===== config.mk =====
export PLATFORM = sky130hd
export DESIGN_NAME = demux32_1_4_dispatch
export DESIGN_NICKNAME = d
export VERILOG_FILES = /design/src/rtl/demux32_1_4_dispatch_pkg.sv /design/src/rtl/demux32_1_4_dispatch_slot.sv /design/src/rtl/demux32_1_4_dispatch.sv
export SDC_FILE = /design/constraint.sdc
export NUM_CORES = 1
export LEC_CHECK = 0
export BUFFER_PORTS_ARGS = -buffer_cell sky130_fd_sc_hd__buf_2
export CORE_ASPECT_RATIO = 1.5
export CORE_MARGIN = 2
export CORE_UTILIZATION = 56
export CTS_BUF_LIST = sky130_fd_sc_hd__clkbuf_8
export CTS_CLUSTER_SIZE = 16
export DETAILED_ROUTE_END_ITERATION = 7
export PLACE_DENSITY_LB_ADDON = 0.1
export REMOVE_ABC_BUFFERS = 1
export SYNTH_ARGS = -nofsm -noshare
export SYNTH_HDL_FRONTEND = slang
export SYNTH_SLANG_ARGS = --single-unit

===== constraint.sdc =====
create_clock -name clk -period 3.46 [get_ports clk]
set_input_delay 0.692 -clock clk [delete_from_list [all_inputs] [get_ports clk]]
set_output_delay 0.692 -clock clk [all_outputs]
set_load 0.03 [all_outputs]

===== src/rtl/demux32_1_4_dispatch_pkg.sv =====
`default_nettype none
// ============================================================================
// Module  : demux32_1_4_dispatch_pkg
// Brief   : Shared lane count, select width, mode encodings and lane index type
// Rev     : 1.0
// ============================================================================
package demux32_1_4_dispatch_pkg;

    localparam int NUM_LANES = 4;
    localparam int SEL_W     = 2;

    localparam logic MODE_DIRECTED = 1'b0;
    localparam logic MODE_RR       = 1'b1;

    typedef logic [SEL_W-1:0] lane_idx_t;

endpackage
`default_nettype wire


===== src/rtl/demux32_1_4_dispatch_slot.sv =====
`default_nettype none
// ============================================================================
// Module  : demux32_1_4_dispatch_slot
// Brief   : Single-entry registered lane with valid/ready drain handshake
// Rev     : 1.0
// ============================================================================
module demux32_1_4_dispatch_slot #(
    parameter int WIDTH = 32
) (
    input  logic             clk,
    input  logic             rst,
    input  logic             load,
    input  logic [WIDTH-1:0] load_data,
    input  logic             drain_ready,
    output logic             valid,
    output logic [WIDTH-1:0] data,
    output logic             free
);

    logic             r_valid;
    logic [WIDTH-1:0] r_data;

    // Load wins over drain so a lane can be refilled in the cycle it empties.
    always_ff @(posedge clk) begin
        if (rst) begin
            r_valid <= 1'b0;
            r_data  <= '0;
        end else if (load) begin
            r_valid <= 1'b1;
            r_data  <= load_data;
        end else if (r_valid && drain_ready) begin
            r_valid <= 1'b0;
        end
    end

    assign valid = r_valid;
    assign data  = r_data;
    assign free  = ~r_valid | drain_ready;

endmodule
`default_nettype wire


===== src/rtl/demux32_1_4_dispatch.sv =====
`default_nettype none
// ============================================================================
// Module  : demux32_1_4_dispatch
// Brief   : Registered 1-to-4 demux dispatcher, directed or round-robin steering
// Rev     : 1.0
// ============================================================================
module demux32_1_4_dispatch
    import demux32_1_4_dispatch_pkg::*;
#(
    parameter int WIDTH = 32
) (
    input  logic                 clk,
    input  logic                 rst,
    input  logic                 in_valid,
    output logic                 in_ready,
    input  logic [WIDTH-1:0]     in_data,
    input  logic [SEL_W-1:0]     in_sel,
    input  logic                 in_mode,
    output logic [NUM_LANES-1:0] out_valid,
    input  logic [NUM_LANES-1:0] out_ready,
    output logic [WIDTH-1:0]     out_data0,
    output logic [WIDTH-1:0]     out_data1,
    output logic [WIDTH-1:0]     out_data2,
    output logic [WIDTH-1:0]     out_data3,
    output logic [SEL_W-1:0]     rr_ptr,
    output logic                 busy
);

    lane_idx_t            r_rr_ptr;
    lane_idx_t            w_target;
    logic                 w_accept;
    logic [NUM_LANES-1:0] w_free;
    logic [NUM_LANES-1:0] w_valid;
    logic [WIDTH-1:0]     w_data [NUM_LANES];

    assign w_target = (in_mode == MODE_RR) ? r_rr_ptr : lane_idx_t'(in_sel);
    // Strict ordering: only the targeted lane's state matters, never in_valid.
    assign in_ready = ~rst & w_free[w_target];
    assign w_accept = in_valid & in_ready;

    generate
        for (genvar i = 0; i < NUM_LANES; i++) begin : g_lane
            demux32_1_4_dispatch_slot #(
                .WIDTH(WIDTH)
            ) u_slot (
                .clk         (clk),
                .rst         (rst),
                .load        (w_accept && (w_target == lane_idx_t'(i))),
                .load_data   (in_data),
                .drain_ready (out_ready[i]),
                .valid       (w_valid[i]),
                .data        (w_data[i]),
                .free        (w_free[i])
            );
        end
    endgenerate

    always_ff @(posedge clk) begin
        if (rst) begin
            r_rr_ptr <= '0;
        end else if (w_accept && (in_mode == MODE_RR)) begin
            r_rr_ptr <= r_rr_ptr + lane_idx_t'(1);
        end
    end

    assign out_valid = w_valid;
    assign out_data0 = w_data[0];
    assign out_data1 = w_data[1];
    assign out_data2 = w_data[2];
    assign out_data3 = w_data[3];
    assign rr_ptr    = r_rr_ptr;
    assign busy      = |w_valid;

endmodule
`default_nettype wire


After elaboration in Yosys (flattened, before gate mapping):

Index checks and enable logic that the tools add are counted.
W data, S select, Z words.

* flip-flop bits (word level): 134
* input port bits: 42
* word-level logic and storage cells: 51

* add/sub/neg operators: 1
* $lt $le $gt $ge: 1
* eq/ne operators: 3
* multiplexer cells: 11
* bitwise gates (word level): 11
* reduce and logical (&&, ||, !) cells: 15

Operators with widths (count)
* $logic_and A1 B1 Y1: 9
* $mux W1: 9
* $reduce_bool A2 Y1: 4
* $not A1 Y1: 5
* $eq A2 B2 Y1 const B: 2
* $or A1 B1 Y1: 4
* $reduce_or A4 Y1: 1
* $lt A2 B3 Y1 const B: 1
* $add A2 B1 Y2 const B: 1
* $and A1 B1 Y1: 2
* $bmux W1 S2: 1
* $eq A2 B1 Y1 const B: 1
* $logic_not A2 Y1: 1
* $mux W2: 1

Depth between registers and ports, before layout:

Gate-level depths: netlist of run 1.

* depth after elaboration: 8
* mapped depth: 7

By module:

Synthesis of run 1 repeated with hierarchy kept, for this count alone.

* cell total of the unflattened synthesis: 467
* area, all modules: 5071.1 um^2

By module, submodules not included
* demux32_1_4_dispatch_slot: times used 4, cells an instance 108, area each 1204.9 um^2, seq. area each 660.6 um^2
* demux32_1_4_dispatch: times used 1, cells an instance 35, area each 251.5 um^2, seq. area each 40.0 um^2

Worst setup path before layout of run 1:

Ideal clock, no wire load.

* kind: input -> output
* start: input port in_sel[1]
* end: output port in_ready
* data arrival time: 1934 ps
* required time: 2768 ps
* setup slack: 834 ps
* stages on the path: 4
* cells stage by stage: nor2_1 -> a22o_1 -> a222oi_1 -> and2_1

* cells in the longest elaborated chain, start to end: 4

RTL lines
* from (decl): line demux32_1_4_dispatch.sv:17 `input logic [SEL_W-1:0] in_sel,`
* $mux W2: line demux32_1_4_dispatch.sv:36 `assign w_target = (in_mode == MODE_RR) ? r_rr_ptr : lane_idx_t'(in_sel);`
* $bmux W1 S2: line demux32_1_4_dispatch.sv:38 `assign in_ready = ~rst & w_free[w_target];`
* $mux W1 (implied by the code): line demux32_1_4_dispatch.sv:38
* $and A1 B1 Y1: line demux32_1_4_dispatch.sv:38
* to (decl): line demux32_1_4_dispatch.sv:15 `output logic in_ready,`

Every way passes these cells. The select of a mux whose other input is x is not followed.

Final worst setup path of run 1:

* start: input port in_mode
* end: output port in_ready

* cells in the longest elaborated chain, start to end: 4

RTL lines
* from (decl): line demux32_1_4_dispatch.sv:18 `input logic in_mode,`
* $mux W2: line demux32_1_4_dispatch.sv:36
* $bmux W1 S2: line demux32_1_4_dispatch.sv:38
* $mux W1 (implied by the code): line demux32_1_4_dispatch.sv:38
* $and A1 B1 Y1: line demux32_1_4_dispatch.sv:38

Every way passes these cells. The select of a mux whose other input is x is not followed.

==> results of run 1 <==
routing by layer:
metal,vias to the layer above,GRT usage (%)
li1,2177,-
met1,2027,29.20
met2,156,42.44
met3,24,10.59
met4,0,9.271
met5,-,0
registers in the layout (all words and copies together), names as in the netlist:
| signal | flops |
|---|---|
| g_lane.u_slot.data | 128 |
| rr_ptr | 2 |
| g_lane.u_slot.valid | 4 |
layout by cell type, fill, tap and decap left out:
master	instances
buf_2	176
dfxtp_1	134
nand2_1	130
nand2b_1	102
a21oi_1	68
mux2i_1	66
clkbuf_8	19
inv_1	8
buf_4	8
bufinv_16	5
nand3_1	4
nor2b_1	3
and3_1	3
clkinv_2	3
nor2_1	2
o21ai_0	2
nand4_4	2
a32o_1	1
a31oi_1	1
nand3b_1	1
a22o_1	1
a222oi_1	1
and2_1	1
or4_1	1
nand4_1	1
clkinvlp_4	1
worst max-delay path by stage:
stage,startpoint,endpoint,depth (start not counted)
finish,in_mode,in_ready,7
floorplan,in_sel[1],g_lane[0].u_slot.data[0]$_SDFFE_PP0P_,5
detailed placement,in_mode,g_lane[0].u_slot.data[18]$_SDFFE_PP0P_,6
global route,rr_ptr[0]$_SDFFE_PP0P_,in_ready,6
global placement,in_mode,g_lane[0].u_slot.data[6]$_SDFFE_PP0P_,6
CTS,rr_ptr[0]$_SDFFE_PP0P_,in_ready,6
final cells by class:
| class | instances | area [µm²] | area share (%) |
|---|---|---|---|
| multi-input cells | 390 | 2307 | 35.32 |
| repair buffers | 184 | 940.9 | 14.40 |
| flip-flops and latches | 134 | 2683 | 41.06 |
| clock buffers | 19 | 261.5 | 4.003 |
| inverters | 4 | 15.01 | 0.2298 |
| clock inverters | 13 | 187.7 | 2.873 |
| well taps | 110 | 137.6 | 2.107 |
power breakdown:
| group | total [mW] | leakage (nW) | switching (mW) | internal (mW) |
|---|---|---|---|---|
| Sequential | 1.60 | 1.08 | 0.0199 | 1.58 |
| Combinational | 0.308 | 1.96 | 0.201 | 0.107 |
| Clock | 1.45 | 0.240 | 0.563 | 0.882 |
per-stage QoR:
step           cells  setup WS, ns
2_1_floorplan    528        0.5219
3_3_place_gp     822        0.5547
3_5_place_dp     822        0.3961
4_1_cts          854        0.5880
5_1_grt          854        0.4176
6_report         854        0.5510
tightest hold or removal path: cells and delay by family (launching register included):
kind,cells,cell delay (ns)
AO/OA/AOI/OAI,1,0.05
AND/OR/NAND/NOR,1,0.05
flip-flops,1,0.31
kinds of logic after synthesis:
logic type / synth area share, %
buffers and inverters: 3.777
AO/OA/AOI/OAI: 7.458
AND/OR/NAND/NOR: 24.07
flip-flops: 51.91
multiplexers: 12.78
==> impl_metrics.py, run 1 <==
metrics = {
    "synth": {
        "synth_flop_type": "dfxtp_1",
        "synth_area_mm2": 0.005167,
        "synthesis.instances": 570,
        "synth_area_leaders": "dfxtp_1 52%, mux2i_1 13%, nand2b_1 12%",
        "post-synth-top-area-fraction_pct": 51.91,
        "ys_ff_latch": 134,
        "post-synth-top-count-cell": "dfxtp_1",
        "synth_cell_types": 23,
        "count_of_flip_flops_with_a_built_in_enable_after_synthesis": 0,
        "ys_top_cells_by_count": "134 x dfxtp_1, 130 x nand2_1, 102 x nand2b_1, 68 x a21oi_1, 66 x mux2i_1",
        "yosys_warnings": 0,
        "synth.avg_cell_area_um2": 9.066,
        "post-synth-top-area-cell": "dfxtp_1",
        "ys_seq_area_share_pct": 51.91,
        "async_reset_ff_share_pct": 0,
    },
    "detailed_routing": {
        "antenna_violating_nets_post_route": 0,
        "wl_met3_um": 1114,
        "average_via_count_per_standard_cell": 5.133,
        "met2_length_um": 6363,
        "highest-signal-layer": "met4",
        "post-route-drc-count": 0,
        "total_wire_length_um": 12780,
        "drt-pass1-iter-count": 5,
        "post_drt_wl_per_cell_um": 14.96,
        "dr.first_iter.drc_count": 222,
        "vias": 4384,
        "routedLengthMet1_um": 5021,
    },
    "sta": {
        "clock-skew-final_ns": 0.009982,
        "final-max-slew-violation-count": 0,
        "report.final.hold_viol_count": 0,
        "worst_slew_pin_slew_ns": 0.9495,
        "rsz_0062_raised_after_global_routing": "false",
        "period_share_pct": 84.08,
        "finalSetupViolations": 0,
        "period_minus_slack_ns": 2.909,
        "clock.fmax_mhz": 343.8,
        "fin_hold_ws_ns": 0.4520,
        "final.setup.tns_ns": 0,
        "timing.max_slew.rel_slack_pct": 36.70,
    },
    "worst_setup_path": {
        "crit_family": "compound AO/OA/AOI/OAI gates",
        "reg2reg_slack_ns": 0.76,
        "worst-r2r-cell-count": 5,
        "r2r-end": "g_lane[0].u_slot.data[2]$_SDFFE_PP0P_",
        "critPathLaunchType": "input pin",
        "cp_max_fo": 8,
        "timing_worst_setup_path_type": "in -> out",
        "path_common_cell": "buf_2",
        "critical_path.cell_chain": "buf_2 -> nand2b_1 -> o21ai_0 -> a222oi_1 -> buf_4 -> and2_1 -> buf_2",
        "r2r-start": "rr_ptr[1]$_SDFFE_PP0P_",
        "cp_data_arrival_time_ns": 2.22,
        "req_time_crit_path_ns": 2.77,
        "timing.critical_path.slowest_cell_delay_ns": 0.47,
        "worst_path_max_delay_cell": "o21ai_0",
        "worst_setup_path_end_kind": "primary output",
        "cp.buffers_inverters": 3,
    },
    "clock_network": {
        "hold_buffers": 0,
        "cts_root_buffer": "clkbuf_8",
        "cts_made_buffers": 17,
        "clk_latency_ns": 0.43,
        "cts_repair_resize_count": 0,
        "h-tree-depth": 4,
        "post_cts_buffers": 0,
        "clock_path_buffers": 2,
        "clock_sink_count": 134,
        "clkSlewWorstSetupHoldPaths_ns": 0.07,
        "cts_tree": "yes",
    },
    "layout": {
        "final_net_count": 773,
        "final_util_pct": 73.56,
        "synthToLayoutAreaGrowth_pct": 26.42,
        "fillerInstances": 690,
        "num_antenna_cells": 0,
        "drive_gt1_share_pct": 28.76,
        "postLayoutCellArea_mm2": 0.006533,
    },
    "floorplanning": {
        "initial_utilization_pct": 58.19,
        "fp-row-count": 42,
        "design.portCount": 178,
        "fp.dieArea_mm2": 0.01003,
        "floorplan.die.width_um": 82.43,
        "core_mm2": 0.008881,
        "die-height_um": 121.7,
    },
    "min_path": {
        "hold_class": "reg -> reg",
        "hold-path-endpoint": "g_lane[1].u_slot.data[25]$_SDFFE_PP0P_",
        "hold-path-cell-count": 2,
        "hp-start": "g_lane[1].u_slot.data[25]$_SDFFE_PP0P_",
    },
    "place": {
        "gp_congestion": 0.7547,
        "placedInstanceArea_mm2": 0.006083,
        "buffer_ports.inserted": 177,
        "post-dp-hpwl_um": 8405,
    },
    "pwr": {
        "power_per_cell_area_mw_per_mm2": 513.3,
        "peakVddDrop_mv": 0.3898,
        "cellLeakagePower_nw": 3.283,
        "total_power_mw": 3.353,
    },
    "grt": {
        "grt_util_all_layers_pct": 25.67,
        "grt_start_max_net_pins": 121,
        "antenna_found_initial": 0,
        "wire_length_of_the_first_global_routing_pass_um": 19400,
        "vias_in_the_first_global_route": 4075,
        "grt.overflow.total": 0,
    },
    "job": {
        "maxCapViolCount": 0,
    },
    "run_status": {
        "run_status": "complete, no violations",
    },
}
No activity file was read; power rests on OpenSTA's default activity.
==> inputs of run 2 (changes only) <==
ABC_AREA = 1   (was default)
CORE_UTILIZATION = 55   (was 56)
clock period = 2.9 ns   (was 3.46 ns; I/O delays follow)
==> run 2 against run 1 <==
  * Synthesized cell count rose by 86%
  * Largest power group unchanged
  * Sequential power rose by 22%
  * Critical path type is now reg -> out
  * Worst setup slack worse by 0.20 ns
  * Via count increased by 48%
==> impl_metrics.py, run 2 <==
metrics = {
    "synth": {
        "synth_xor_area_share_pct": 0,
        "ys_seq_area_share_pct": 40.26,
        "synth-compound-area-share_pct": 0.4506,
        "yosys_warnings": 0,
        "post-synth-top-area-fraction_pct": 40.26,
        "synth_cell_types": 18,
        "synth.avg_cell_area_um2": 6.269,
        "ys_ff_latch": 134,
        "count_of_flip_flops_with_a_built_in_enable_after_synthesis": 0,
        "ys_top_cells_by_count": "305 x inv_1, 268 x nand2_1, 134 x dfxtp_1, 134 x nor2_1, 130 x nand4_1",
        "synth_area_mm2": 0.006664,
        "synthesis.instances": 1063,
        "synth_top_family_by_area": "simple AND/OR/NAND/NOR gates",
        "post_synth_adder_cell_area_pct": 0,
        "post-synth-top-area-cell": "dfxtp_1",
        "synth_simple_gate_area_share_pct": 36.56,
        "synth_mux_area_share_pct": 0,
        "post-synth-top-count-cell": "inv_1",
        "async_reset_ff_share_pct": 0,
        "synth_flop_type": "dfxtp_1",
        "synth_area_leaders": "dfxtp_1 40%, inv_1 17%, nand2_1 15%",
    },
    "clock_network": {
        "clk_latency_ns": 0.43,
        "cts_tree": "yes",
        "hold_buffers": 0,
        "cts_made_buffers": 17,
        "clock_path_buffers": 2,
        "clkSlewWorstSetupHoldPaths_ns": 0.08,
        "h-tree-depth": 4,
        "cts_root_buffer": "clkbuf_8",
        "cts_repair_resize_count": 0,
        "post_cts_buffers": 0,
        "clock_sink_count": 134,
    },
    "worst_setup_path": {
        "timing_worst_setup_path_type": "reg -> out",
        "req_time_crit_path_ns": 2.32,
        "worst-r2r-cell-count": 10,
        "worst_setup_path_end_kind": "primary output",
        "cp_max_fo": 20,
        "cp_data_arrival_time_ns": 1.97,
        "critPathLaunchType": "flop",
    },
    "grt": {
        "grt_start_max_net_pins": 97,
        "grt_util_all_layers_pct": 25.77,
        "wire_length_of_the_first_global_routing_pass_um": 26980,
        "grt.overflow.total": 0,
        "gr-usage-met2_pct": 42.41,
        "grt.met1_usage_pct": 32.21,
        "global_route.peak_usage_layer": "met2",
        "gr_util_met3_pct": 6.304,
        "antenna_found_initial": 0,
        "vias_in_the_first_global_route": 5615,
    },
    "layout": {
        "multi_input_area_mm2": 0.002474,
        "final_net_count": 1246,
        "final-seq-area_mm2": 0.002683,
        "synthToLayoutAreaGrowth_pct": 20.02,
        "fillerInstances": 1174,
        "instances_no_fill": 1368,
        "drive_gt1_share_pct": 19.26,
        "layout.cells.most_common": "inv_1",
        "num_antenna_cells": 0,
        "layout_common_cells": "304 x inv_1, 268 x nand2_1, 176 x buf_2",
        "final_util_pct": 67.24,
        "flip_flop_count_of_the_largest_register_after_layout": 128,
        "postLayoutCellArea_mm2": 0.007998,
    },
    "job": {
        "maxCapViolCount": 0,
    },
    "place": {
        "dp_slack_ns": 0.4116,
        "post-dp-hpwl_um": 10510,
        "gp_congestion": 0.8286,
        "placedInstanceArea_mm2": 0.007570,
        "numPlacedInstances": 1338,
        "buffer_ports.inserted": 177,
    },
    "pwr": {
        "peakVddDrop_mv": 0.3140,
        "cellLeakagePower_nw": 4.546,
        "total_power_mw": 4.353,
        "power_per_cell_area_mw_per_mm2": 544.2,
    },
    "floorplanning": {
        "fp.dieArea_mm2": 0.01303,
        "fp-row-count": 49,
        "initial_utilization_pct": 56.03,
        "floorplan.die.width_um": 93.88,
        "design.portCount": 178,
        "die-height_um": 138.8,
        "core_mm2": 0.01189,
    },
    "sta": {
        "clock.fmax_mhz": 391.8,
        "report.final.hold_viol_count": 0,
        "final.setup.tns_ns": 0,
        "period_share_pct": 88.01,
        "final-max-slew-violation-count": 0,
        "period_minus_slack_ns": 2.552,
        "rsz_0062_raised_after_global_routing": "false",
        "timing.max_slew.rel_slack_pct": 59.36,
        "finalSetupViolations": 0,
        "fin_hold_ws_ns": 0.3867,
        "clock-skew-final_ns": 0.01106,
        "setup_slack_after_layout_ns": 0.3478,
        "worst_slew_pin_slew_ns": 0.6096,
    },
    "detailed_routing": {
        "drt-pass1-iter-count": 5,
        "vias": 6471,
        "dr.first_iter.drc_count": 313,
        "total_wire_length_um": 16750,
        "antenna_violating_nets_post_route": 0,
        "post_drt_wl_per_cell_um": 12.24,
        "post-route-drc-count": 0,
        "average_via_count_per_standard_cell": 4.730,
    },
    "min_path": {
        "hold-path-cell-count": 2,
        "hold_class": "in -> reg",
    },
    "run_status": {
        "run_status": "complete, no violations",
    },
}
run 2: cell count changes after synthesis, moves of 4 or more:
cell and change:
inv_1 +301, buf_2 +11, nand4_1 +129, nand2_1 +138
buf_6 +8, nand2b_1 -102, nand3_2 +4, mux2i_1 -66
buf_1 +15, clkbuf_1 -6, a21oi_1 -63, nor2_1 +132
run 2: worst max-delay path, cell delays in order, from the launching register on:
cell,delay [ns]
dfxtp_1,0.40
inv_1,0.08
nand2_1,0.06
nand2_1,0.14
nand3_1,0.11
nand3_1,0.17
nor2_8,0.30
buf_2,0.28
run 2: area by class of cell:
cell class	count	share of cell area, %
inverters	306	14.39
repair buffers	193	13.39
flip-flops and latches	134	33.54
clock inverters	12	2.253
well taps	153	2.394
clock buffers	18	3.098
multi-input cells	552	30.93
run 2: logic make-up (layout without fill, tap and decap cells):
| logic type | after synthesis | after routing |
|---|---|---|
| AO/OA/AOI/OAI | 6 | 6 |
| AND/OR/NAND/NOR | 546 | 546 |
| buffers and inverters | 377 | 529 |
| flip-flops | 134 | 134 |
run 2: final timing paths:
path / startpoint / to / slack, ns
min: rst / g_lane[3].u_slot.valid$_SDFFE_PP0P_ / 0.39
max reg2reg: rr_ptr[1]$_SDFFE_PP0P_ / g_lane[3].u_slot.data[21]$_SDFFE_PP0P_ / 0.65
min reg2reg: rr_ptr[0]$_SDFFE_PP0P_ / rr_ptr[0]$_SDFFE_PP0P_ / 0.47
max: rr_ptr[1]$_SDFFE_PP0P_ / in_ready / 0.35
run 2: layer usage:
layer | wire length, µm | vias up | share of wire (%)
li1 | - | 3403 | -
met1 | 6972 | 2841 | 42
met2 | 8345 | 204 | 50
met3 | 1115 | 23 | 6.7
met4 | 314 | 0 | 1.9
met5 | 0 | - | 0
run 2: power by group:
group | internal, mW | switching [mW] | leakage [nW] | total, mW
Sequential | 1.91 | 0.0374 | 1.09 | 1.95
Clock | 0.952 | 0.732 | 0.211 | 1.68
Combinational | 0.205 | 0.512 | 3.25 | 0.717
